## src/rtl/uart_frame_parser_if.sv

```systemverilog
// Byte-stream input, payload read port and frame status bundle for uart_frame_parser.
interface uart_frame_parser_if #(
  parameter int unsigned ADDR_W = 4
);
  logic [7:0]        rx_data;
  logic              rx_ready;
  logic [ADDR_W-1:0] rd_addr;
  logic [7:0]        rd_data;
  logic              frame_valid;
  logic [7:0]        frame_cmd;
  logic [7:0]        frame_len;
  logic              frame_err;
  logic [1:0]        err_code;
  logic              busy;

  modport master (
    output rx_data, rx_ready, rd_addr,
    input  rd_data, frame_valid, frame_cmd, frame_len, frame_err, err_code, busy
  );

  modport slave (
    input  rx_data, rx_ready, rd_addr,
    output rd_data, frame_valid, frame_cmd, frame_len, frame_err, err_code, busy
  );
endinterface

```

## src/rtl/uart_frame_parser.sv

```systemverilog
// Assembles SOF/CMD/LEN/payload/CHK frames from a UART byte stream, checking
// length, XOR checksum and inter-byte timeout; payload exposed via a read port.
module uart_frame_parser #(
  parameter int unsigned CLK_FREQ     = 25_000_000,
  parameter int unsigned BAUD_RATE    = 9600,
  parameter logic [7:0]  SOF_BYTE     = 8'h7E,
  parameter int unsigned MAX_LEN      = 16,
  parameter int unsigned TIMEOUT_CLKS = (CLK_FREQ / BAUD_RATE) * 20,
  parameter int unsigned ADDR_W       = (MAX_LEN > 1) ? $clog2(MAX_LEN) : 1
) (
  input  logic               clk,
  input  logic               rst,
  uart_frame_parser_if.slave bus
);

  localparam int unsigned TMO_W = (TIMEOUT_CLKS > 2) ? $clog2(TIMEOUT_CLKS) : 1;
  localparam logic [TMO_W-1:0] TMO_LAST = TMO_W'(TIMEOUT_CLKS - 1);
  localparam logic [7:0] MAX_LEN_B = 8'(MAX_LEN);

  localparam logic [2:0] S_IDLE = 3'd0;
  localparam logic [2:0] S_CMD  = 3'd1;
  localparam logic [2:0] S_LEN  = 3'd2;
  localparam logic [2:0] S_DATA = 3'd3;
  localparam logic [2:0] S_CHK  = 3'd4;

  logic [2:0]       state;
  logic [2:0]       state_nxt;
  logic [7:0]       cmd_tmp;
  logic [7:0]       len_tmp;
  logic [7:0]       chk;
  logic [7:0]       cnt;
  logic [TMO_W-1:0] tmo_cnt;

  logic             wr_en;
  logic             good;
  logic             err_set;
  logic [1:0]       err_code_nxt;

  logic             frame_valid_q;
  logic             frame_err_q;
  logic [1:0]       err_code_q;
  logic [7:0]       frame_cmd_q;
  logic [7:0]       frame_len_q;
  logic [7:0]       rd_data_q;
  logic             busy_q;

  logic [7:0]       payload [MAX_LEN];

  // State register
  always_ff @(posedge clk) begin
    if (rst) state <= S_IDLE;
    else     state <= state_nxt;
  end

  // Next-state and per-byte control decode
  always_comb begin
    state_nxt    = state;
    wr_en        = 1'b0;
    good         = 1'b0;
    err_set      = 1'b0;
    err_code_nxt = 2'd0;
    case (state)
      S_IDLE: if (bus.rx_ready && bus.rx_data == SOF_BYTE) state_nxt = S_CMD;
      S_CMD:  if (bus.rx_ready) state_nxt = S_LEN;
      S_LEN: begin
        if (bus.rx_ready) begin
          if (bus.rx_data > MAX_LEN_B) begin
            err_set      = 1'b1;
            err_code_nxt = 2'd1;
            state_nxt    = S_IDLE;
          end else begin
            state_nxt = (bus.rx_data != 8'd0) ? S_DATA : S_CHK;
          end
        end
      end
      S_DATA: begin
        if (bus.rx_ready) begin
          wr_en = 1'b1;
          if (cnt == len_tmp - 8'd1) state_nxt = S_CHK;
        end
      end
      S_CHK: begin
        if (bus.rx_ready) begin
          if (bus.rx_data == chk) begin
            good = 1'b1;
          end else begin
            err_set      = 1'b1;
            err_code_nxt = 2'd2;
          end
          state_nxt = S_IDLE;
        end
      end
      default: state_nxt = S_IDLE;
    endcase
    // A byte on the terminal count wins; timeout only fires on a silent cycle
    if (state != S_IDLE && !bus.rx_ready && tmo_cnt == TMO_LAST) begin
      err_set      = 1'b1;
      err_code_nxt = 2'd3;
      state_nxt    = S_IDLE;
    end
  end

  // Frame assembly datapath and registered status outputs
  always_ff @(posedge clk) begin
    if (rst) begin
      cmd_tmp       <= 8'd0;
      len_tmp       <= 8'd0;
      chk           <= 8'd0;
      cnt           <= 8'd0;
      tmo_cnt       <= '0;
      frame_valid_q <= 1'b0;
      frame_err_q   <= 1'b0;
      err_code_q    <= 2'd0;
      frame_cmd_q   <= 8'd0;
      frame_len_q   <= 8'd0;
      busy_q        <= 1'b0;
    end else begin
      frame_valid_q <= good;
      frame_err_q   <= err_set;
      busy_q        <= (state_nxt != S_IDLE);
      if (err_set) err_code_q <= err_code_nxt;
      if (good) begin
        frame_cmd_q <= cmd_tmp;
        frame_len_q <= len_tmp;
      end

      if (state_nxt == S_IDLE || bus.rx_ready) tmo_cnt <= '0;
      else                                     tmo_cnt <= tmo_cnt + TMO_W'(1);

      if (bus.rx_ready) begin
        case (state)
          S_CMD: begin
            cmd_tmp <= bus.rx_data;
            chk     <= bus.rx_data;
          end
          S_LEN: begin
            len_tmp <= bus.rx_data;
            chk     <= chk ^ bus.rx_data;
            cnt     <= 8'd0;
          end
          S_DATA: begin
            chk <= chk ^ bus.rx_data;
            cnt <= cnt + 8'd1;
          end
          default: ;
        endcase
      end
    end
  end

  // Payload storage is deliberately not reset
  always_ff @(posedge clk) begin
    if (wr_en) payload[cnt[ADDR_W-1:0]] <= bus.rx_data;
  end

  always_ff @(posedge clk) begin
    if (rst) rd_data_q <= 8'd0;
    else     rd_data_q <= payload[bus.rd_addr];
  end

  assign bus.frame_valid = frame_valid_q;
  assign bus.frame_err   = frame_err_q;
  assign bus.err_code    = err_code_q;
  assign bus.frame_cmd   = frame_cmd_q;
  assign bus.frame_len   = frame_len_q;
  assign bus.rd_data     = rd_data_q;
  assign bus.busy        = busy_q;

endmodule

```

## src/flat_wrapper.sv

```systemverilog
// flat-port wrapper written by rule: the top's interface ports become plain ports
module uart_frame_parser_flat 
#(
  parameter int unsigned CLK_FREQ     = 25_000_000,
  parameter int unsigned BAUD_RATE    = 9600,
  parameter logic [7:0]  SOF_BYTE     = 8'h7E,
  parameter int unsigned MAX_LEN      = 16,
  parameter int unsigned TIMEOUT_CLKS = (CLK_FREQ / BAUD_RATE) * 20,
  parameter int unsigned ADDR_W       = (MAX_LEN > 1) ? $clog2(MAX_LEN) : 1
)
  (clk, rst, bus_rx_data, bus_rx_ready, bus_rd_addr, bus_rd_data, bus_frame_valid, bus_frame_cmd, bus_frame_len, bus_frame_err, bus_err_code, bus_busy);
  uart_frame_parser_if #(.ADDR_W(ADDR_W)) bus_i ();
  input  logic clk;
  input  logic rst;
  input wire logic [$bits(bus_i.rx_data)-1:0] bus_rx_data;
  input wire logic [$bits(bus_i.rx_ready)-1:0] bus_rx_ready;
  input wire logic [$bits(bus_i.rd_addr)-1:0] bus_rd_addr;
  output wire logic [$bits(bus_i.rd_data)-1:0] bus_rd_data;
  output wire logic [$bits(bus_i.frame_valid)-1:0] bus_frame_valid;
  output wire logic [$bits(bus_i.frame_cmd)-1:0] bus_frame_cmd;
  output wire logic [$bits(bus_i.frame_len)-1:0] bus_frame_len;
  output wire logic [$bits(bus_i.frame_err)-1:0] bus_frame_err;
  output wire logic [$bits(bus_i.err_code)-1:0] bus_err_code;
  output wire logic [$bits(bus_i.busy)-1:0] bus_busy;
  assign bus_i.rx_data = bus_rx_data;
  assign bus_i.rx_ready = bus_rx_ready;
  assign bus_i.rd_addr = bus_rd_addr;
  assign bus_rd_data = bus_i.rd_data;
  assign bus_frame_valid = bus_i.frame_valid;
  assign bus_frame_cmd = bus_i.frame_cmd;
  assign bus_frame_len = bus_i.frame_len;
  assign bus_frame_err = bus_i.frame_err;
  assign bus_err_code = bus_i.err_code;
  assign bus_busy = bus_i.busy;
  uart_frame_parser #(.CLK_FREQ(CLK_FREQ), .BAUD_RATE(BAUD_RATE), .SOF_BYTE(SOF_BYTE), .MAX_LEN(MAX_LEN), .TIMEOUT_CLKS(TIMEOUT_CLKS), .ADDR_W(ADDR_W)) u_core (.clk(clk), .rst(rst), .bus(bus_i));
endmodule
```

## config.mk

```make
export PLATFORM = sky130hd
export DESIGN_NAME = uart_frame_parser_flat
export DESIGN_NICKNAME = d
export VERILOG_FILES = /design/src/rtl/uart_frame_parser_if.sv /design/src/rtl/uart_frame_parser.sv /design/src/flat_wrapper.sv
export SDC_FILE = /design/constraint.sdc
export NUM_CORES = 1
export LEC_CHECK = 0
export CAP_MARGIN = 10
export CORE_UTILIZATION = 55
export CTS_BUF_LIST = sky130_fd_sc_hd__clkbuf_2 sky130_fd_sc_hd__clkbuf_4 sky130_fd_sc_hd__clkbuf_8
export CTS_CLUSTER_SIZE = 20
export DETAILED_ROUTE_END_ITERATION = 12
export MAX_ROUTING_LAYER = met4
export PLACE_DENSITY_LB_ADDON = 0.25
export SLEW_MARGIN = 20
export SYNTH_ARGS = -nofsm -noshare
export SYNTH_HDL_FRONTEND = slang
export SYNTH_SLANG_ARGS = --single-unit
```

## constraint.sdc

```tcl
create_clock -name clk -period 4.3 [get_ports clk]
set_input_delay 0.43 -clock clk [delete_from_list [all_inputs] [get_ports clk]]
set_output_delay 0.43 -clock clk [all_outputs]
set_load 0.01 [all_outputs]
```

Word level (Yosys, flattened, before mapping)
Memories as Yosys holds them, arrays and structs flattened. A register that Yosys moved wholly into a read port is not among the register bits.
Index checks and enable logic that the tools add are counted.
{ "totals": {"regBits": 72, "ram_bits": 128, "input_bits": 15, "mem_count": 1} }
{ "mem_list": {"columns": ["memory", "depth", "width", "read_ports", "rd_clocked_by_memory_dff", "write_ports", "line_no", "rtl"], "rows": [
  ["u_core.payload", 16, 8, 1, 1, 1, "uart_frame_parser.sv:47", "logic [7:0] payload [MAX_LEN];"]
]} }
{ "classes": {"n_addsub": 3, "n_lt_le_gt_ge": 1, "n_eq_ne": 8, "n_mux": 31, "bitwise_logic": 1, "n_reduce_logical": 18} }
{ "ops": {"columns": ["op", "count"], "rows": [
  ["8-bit case mux with 2 select lines", 2],
  ["3-bit 2-to-1 mux", 9],
  ["16-bit by 1-bit adder with 16-bit output, second input constant", 1],
  ["16-bit == test, second input constant", 1],
  ["8-bit == test", 2],
  ["3-bit case mux with 5 select lines", 1],
  ["1-bit 2-to-1 mux", 13],
  ["8-bit by 1-bit adder with 8-bit output, second input constant", 1],
  ["8-bit by 7-bit == test with 1-bit output, second input constant", 1],
  ["8-bit by 5-bit greater-than comparator with 1-bit output, second input constant", 1],
  ["2-bit 2-to-1 mux", 4],
  ["2-bit AND reduction", 4],
  ["8-bit nonzero test", 1],
  ["8-bit by 1-bit subtractor with 8-bit output, second input constant", 1],
  ["8-bit bitwise XOR", 1],
  ["3-bit by 2-bit == test with 1-bit output, second input constant", 2],
  ["3-bit logical NOT", 2],
  ["3-bit nonzero test", 2],
  ["2-bit case mux with 2 select lines", 1],
  ["2-bit nonzero test", 2],
  ["2-bit OR reduction", 2],
  ["3-bit by 1-bit == test with 1-bit output, second input constant", 1],
  ["3-bit == test, second input constant", 1],
  ["1-bit logical AND", 3],
  ["3 further kinds", 3]
]} }

Depth between registers and ports, before layout
{ "logic_depth": {"depth_word": 9, "depth_mapped": 9} }

Worst setup path after synthesis
No wires, ideal clock.
{ "synth_path": {"path_kind": "reg2reg", "from": "register u_core.len_tmp[0]", "to": "register u_core.busy_q, in the netlist u_core.bus.busy", "setup_ns": 0.126, "arrival_time_ns": 2.119, "t_required_ns": 4.174, "setup_slack_ns": 2.055, "stages_incl_launch_ff": 9, "period_less_slack_ns": 2.245, "path_cell_list": "dfxtp_1 > inv_1 > ha_1 > or3b_1 > or4_4 > a2111oi_4 > nand3_1 > o21ai_1 > a31oi_1"} }
{ "synth_between": {"elab_chain_len": 7} }
{ "synth_rtl": {"columns": ["item", "line_no", "rtl"], "rows": [
  ["from (decl)", "uart_frame_parser.sv:29", "logic [7:0] len_tmp;"],
  ["from (signal assigned)", "uart_frame_parser.sv:137", "len_tmp <= bus.rx_data;"],
  ["8-bit by 1-bit subtractor with 8-bit output", "uart_frame_parser.sv:79", "if (cnt == len_tmp - 8'd1) state_nxt = S_CHK;"],
  ["8-bit == test", "uart_frame_parser.sv:79", null],
  ["3-bit 2-to-1 mux", "uart_frame_parser.sv:79", null],
  ["3-bit 2-to-1 mux", "uart_frame_parser.sv:77", "if (bus.rx_ready) begin"],
  ["3-bit case mux with 5 select lines", "uart_frame_parser.sv:62", "case (state)"],
  ["3-bit 2-to-1 mux", "uart_frame_parser.sv:96", "if (state != S_IDLE && !bus.rx_ready && tmo_cnt == TMO_LAST) begin"],
  ["3-bit nonzero test", "uart_frame_parser.sv:120", "busy_q <= (state_nxt != S_IDLE);"],
  ["to (signal assigned)", "uart_frame_parser.sv:120", null],
  ["to (decl)", "uart_frame_parser.sv:45", "logic busy_q;"]
]} }
No other way between the ends.
A chain may end at the register's enable or synchronous reset.

Final worst setup path
{ "layout_path": {"from": "input bus_rx_data[5]", "to": "register u_core.frame_cmd_q[0], in the netlist u_core.bus.frame_cmd[0]"} }
{ "layout_between": {"elab_chain_len": 4} }
{ "layout_rtl": {"columns": ["item", "line_no", "rtl"], "rows": [
  ["from (decl)", "flat_wrapper.sv:15", "input wire logic [$bits(bus_i.rx_data)-1:0] bus_rx_data;"],
  ["8-bit == test", "uart_frame_parser.sv:84", "if (bus.rx_data == chk) begin"],
  ["1-bit 2-to-1 mux", "uart_frame_parser.sv:84", null],
  ["1-bit 2-to-1 mux", "uart_frame_parser.sv:83", "if (bus.rx_ready) begin"],
  ["1-bit 2-to-1 mux", "uart_frame_parser.sv:62", null],
  ["to (signal assigned)", "uart_frame_parser.sv:123", "frame_cmd_q <= cmd_tmp;"],
  ["to (decl)", "uart_frame_parser.sv:42", "logic [7:0] frame_cmd_q;"]
]} }
No other way between the ends.

==> summary.md <==
| Metric | Value |
|---|---|
| Pint | 3.12 mW |
| RSZ-0062 raised after global routing | no |
| Power share of the sequential group | 53.8% |
| Fin crit period | 2.51 ns |
| Classification of the worst setup path | in -> reg |
| Slew headroom | 43.4% |
| Peak VDD IR | 0.000205 V |
| IO Pins | 44 |
| Post-DP HPWL | 12,300 um |
| Area of placed instances | 9200 um2 |
| Final Hold Vio Count | 0 |
| Via/cell ratio | 5.79 |
| Final setup margin | 1.79 ns |
| Critical path fanouts, max | 17 |
| Initial Util | 56.5% |
| GRT overflow | 0 |
| Max clock buf depth | 3 |
| Final Max Tran Viols | 0 |
| Commonest non-fill, non-tap cell in the layout | edfxtp_1 |
| Row count | 45 |
| # diodes | 0 |
| Gpl congestion | 0.867 |
| Power density cells | 399 nW/um2 |
| Dpl ws | 1.24 ns |
| Die Wd | 127 um |
| Final Cycle Share | 58.4% |
| Library cells used by synthesis | 54 |
| Yosys warns | 0 |
| Worst skew pair latency | 0.52 ns |
| Status | completed |
| Max-capacitance violation count | 0 |
| Fin area | 9870 um2 |
| Hold Path Class | reg -> reg |
| IO buf count | 43 |
| CTS Hold Bufs | 0 |
| Die ar. | 16,100 um2 |
| Net Sw Frac | 21.0% |
| Switching power | 0.826 mW |
| Register bit count reported by yosys | 208 |
| Synthesis-to-finish area growth | 14.8% |
| Die Ht | 127 um |
| CP Data Required Time | 4.67 ns |
| Initial antenna violation count | 0 |
| Vias | 5,230 |
| GRT Total Usage | 24.4% |
| Post-route ant nets | 0 |
| Startpoint types | input pin |
| # H-tree levels | 2 |
| Worst Tran Pin Value | 0.847 ns |
| CTS tree | yes |
| Nets | 711 |
| Initial drt markers | 490 |
| Fin util | 64.9% |
| Post-synth EDFFs | 128 |
| Post-cts sizing count | 0 |
| Post-Route WL | 18,200 um |
| Number of fill cells | 1,099 |
| Routed WL per cell | 20.2 um |
| Final total power | 3.94 mW |
| Synthesized area | 8590 um2 |
| Total core area | 15,200 um2 |
| CTS Sinks | 208 |
| First-pass GRT wire length | 28,400 um |
| Share of layout cells above drive strength 1 | 17.7% |
| Cells after Synth | 631 |
| # setup viols final | 0 |
| Worst setup EP type | flip-flop |
| Synth Flop Type | edfxtp_1 |
| Syn Area/Cell | 13.6 um2 |
| Post-CTS Setup Bufs | 0 |
| Number of CTS-inserted buffers | 34 |
| Worst-path clk slew | 0.06 ns |
| FF/Latch Area | 5450 um2 |
| Most frequent cells in the layout | edfxtp_1, dfxtp_1, nand2_1, nor2_1, clkdlybuf4s50_1 |
| Syn Nets | 652 |
| F_max | 398 MHz |
| Clk pwr share | 42.2% |
| Critical Path AT | 2.88 ns |
| Static Leakage | 3.33 nW |
| Sequential-to-total area share from yosys stat | 63.4% |
| Post-synth ARST share | 0% |
| Largest net degree at the start of global routing | 59 |
| Setup TNS | 0 ns |
| Area of the multi-input gates | 2970 um2 |
| Clk_skew | 0.0261 ns |
| Number of global-route vias before repair | 5,254 |
| TritonRoute pass-1 iters | 5 |
| Residual DRC | 0 |
| Combinational group share of total power | 3.9% |
| Clk root buf | clkbuf_8 |
[worst max-delay path: stages]
cell             delay, ns
clkdlybuf4s50_1       0.97
buf_4                 0.30
xnor2_1               0.13
nand4_1               0.10
nor2_1                0.17
nand4_1               0.20
buf_4                 0.29
mux2i_1               0.21
nor2_1                0.06
[synthesized netlist by cell type, types with 2 or more instances]
cell type / instances / area share (%)
o31ai_1: 2 / 0.17
and3_1: 10 / 0.73
a21o_1: 2 / 0.17
nand3_1: 13 / 0.76
nor2_2: 3 / 0.22
nor2_1: 57 / 2.5
a31oi_1: 3 / 0.22
nand2_1: 63 / 2.8
mux2i_1: 16 / 1.9
a22oi_1: 2 / 0.17
ha_1: 6 / 0.87
nor3b_1: 3 / 0.26
and2_1: 11 / 0.80
nand3b_1: 2 / 0.17
inv_1: 12 / 0.52
buf_2: 6 / 0.35
nand2b_1: 3 / 0.22
or4_4: 2 / 0.26
o21ai_0: 9 / 0.52
nand4_1: 7 / 0.51
xor2_1: 11 / 1.1
mux4_2: 40 / 10
a21oi_1: 34 / 2.0
edfxtp_1: 128 / 45
nor2b_1: 10 / 0.73
o211ai_1: 8 / 0.70
nor3_1: 9 / 0.52
xnor2_1: 23 / 2.3
clkbuf_1: 24 / 1.0
dfxtp_1: 80 / 19
nor2_4: 9 / 1.2
[layer usage]
layer / track usage (%) / part of all wire, % / vias up
li1: - / - / 2453
met5: - / 0 / -
met4: 9.87 / 2.6 / 0
met3: 4.52 / 5.8 / 45
met1: 30.3 / 41 / 2555
met2: 39.8 / 50 / 177
[power by group through the flow]
stage / logic, mW / registers [mW] / clock network (mW)
floorplan: 0.0808 / 2.17 / 0
global placement: 0.155 / 2.16 / 0
detailed placement: 0.156 / 2.16 / 0
CTS: 0.157 / 2.12 / 1.70
global route: 0.166 / 2.12 / 1.78
finish: 0.155 / 2.12 / 1.66
[final timing paths]
kind	depth (start not counted)	endpoint	startpoint	slack, ns
min reg2reg	1	u_core.tmo_cnt[0]$_SDFF_PP0_	u_core.tmo_cnt[0]$_SDFF_PP0_	0.45
max	9	u_core.bus.frame_cmd[0]$_SDFFE_PP0P_	bus_rx_data[5]	1.79
max reg2reg	8	u_core.bus.busy$_SDFF_PP0_	u_core.len_tmp[0]$_SDFFE_PP0P_	1.81
min	1	u_core.tmo_cnt[0]$_SDFF_PP0_	u_core.tmo_cnt[0]$_SDFF_PP0_	0.45
[stage by stage]
stage               std cells  hold WS (ns)
floorplan                 631         0.423
CTS                       904         0.454
global placement          842         0.431
global route              904         0.481
detailed placement        842         0.439
finish                    904         0.453
[cell families after synthesis]
kind of cell / after synthesis / share of synthesized area (%)
AOI/OAI and AO/OA: 71 / 5.26
xor gates and xnor gates: 34 / 3.46
adders and majority gates: 6 / 0.873
buffers and inverters: 44 / 2.14
DFF: 208 / 63.4
muxes: 56 / 12.3
and+or+nand+nor: 212 / 12.6
[state kept, by name, indices dropped and copies added, names as in the netlist]
name,count
u_core.payload,128
u_core.tmo_cnt,16
u_core.bus.frame_cmd,8
u_core.bus.frame_len,8
u_core.bus.rd_data,8
u_core.chk,8
u_core.cmd_tmp,8
u_core.cnt,8
u_core.len_tmp,8
u_core.state,3
u_core.bus.err_code,2
u_core.bus.busy,1
u_core.bus.frame_err,1
u_core.bus.frame_valid,1
[layout make-up]
class                   instances  area share [%]
flip-flops and latches        208            55.2
clock inverters                11           0.482
inverters                      12           0.456
well taps                     188            2.38
clock buffers                  51            6.29
multi-input cells             379            30.0
repair buffers                 55            5.17
Power figures use the tool's default switching activity.
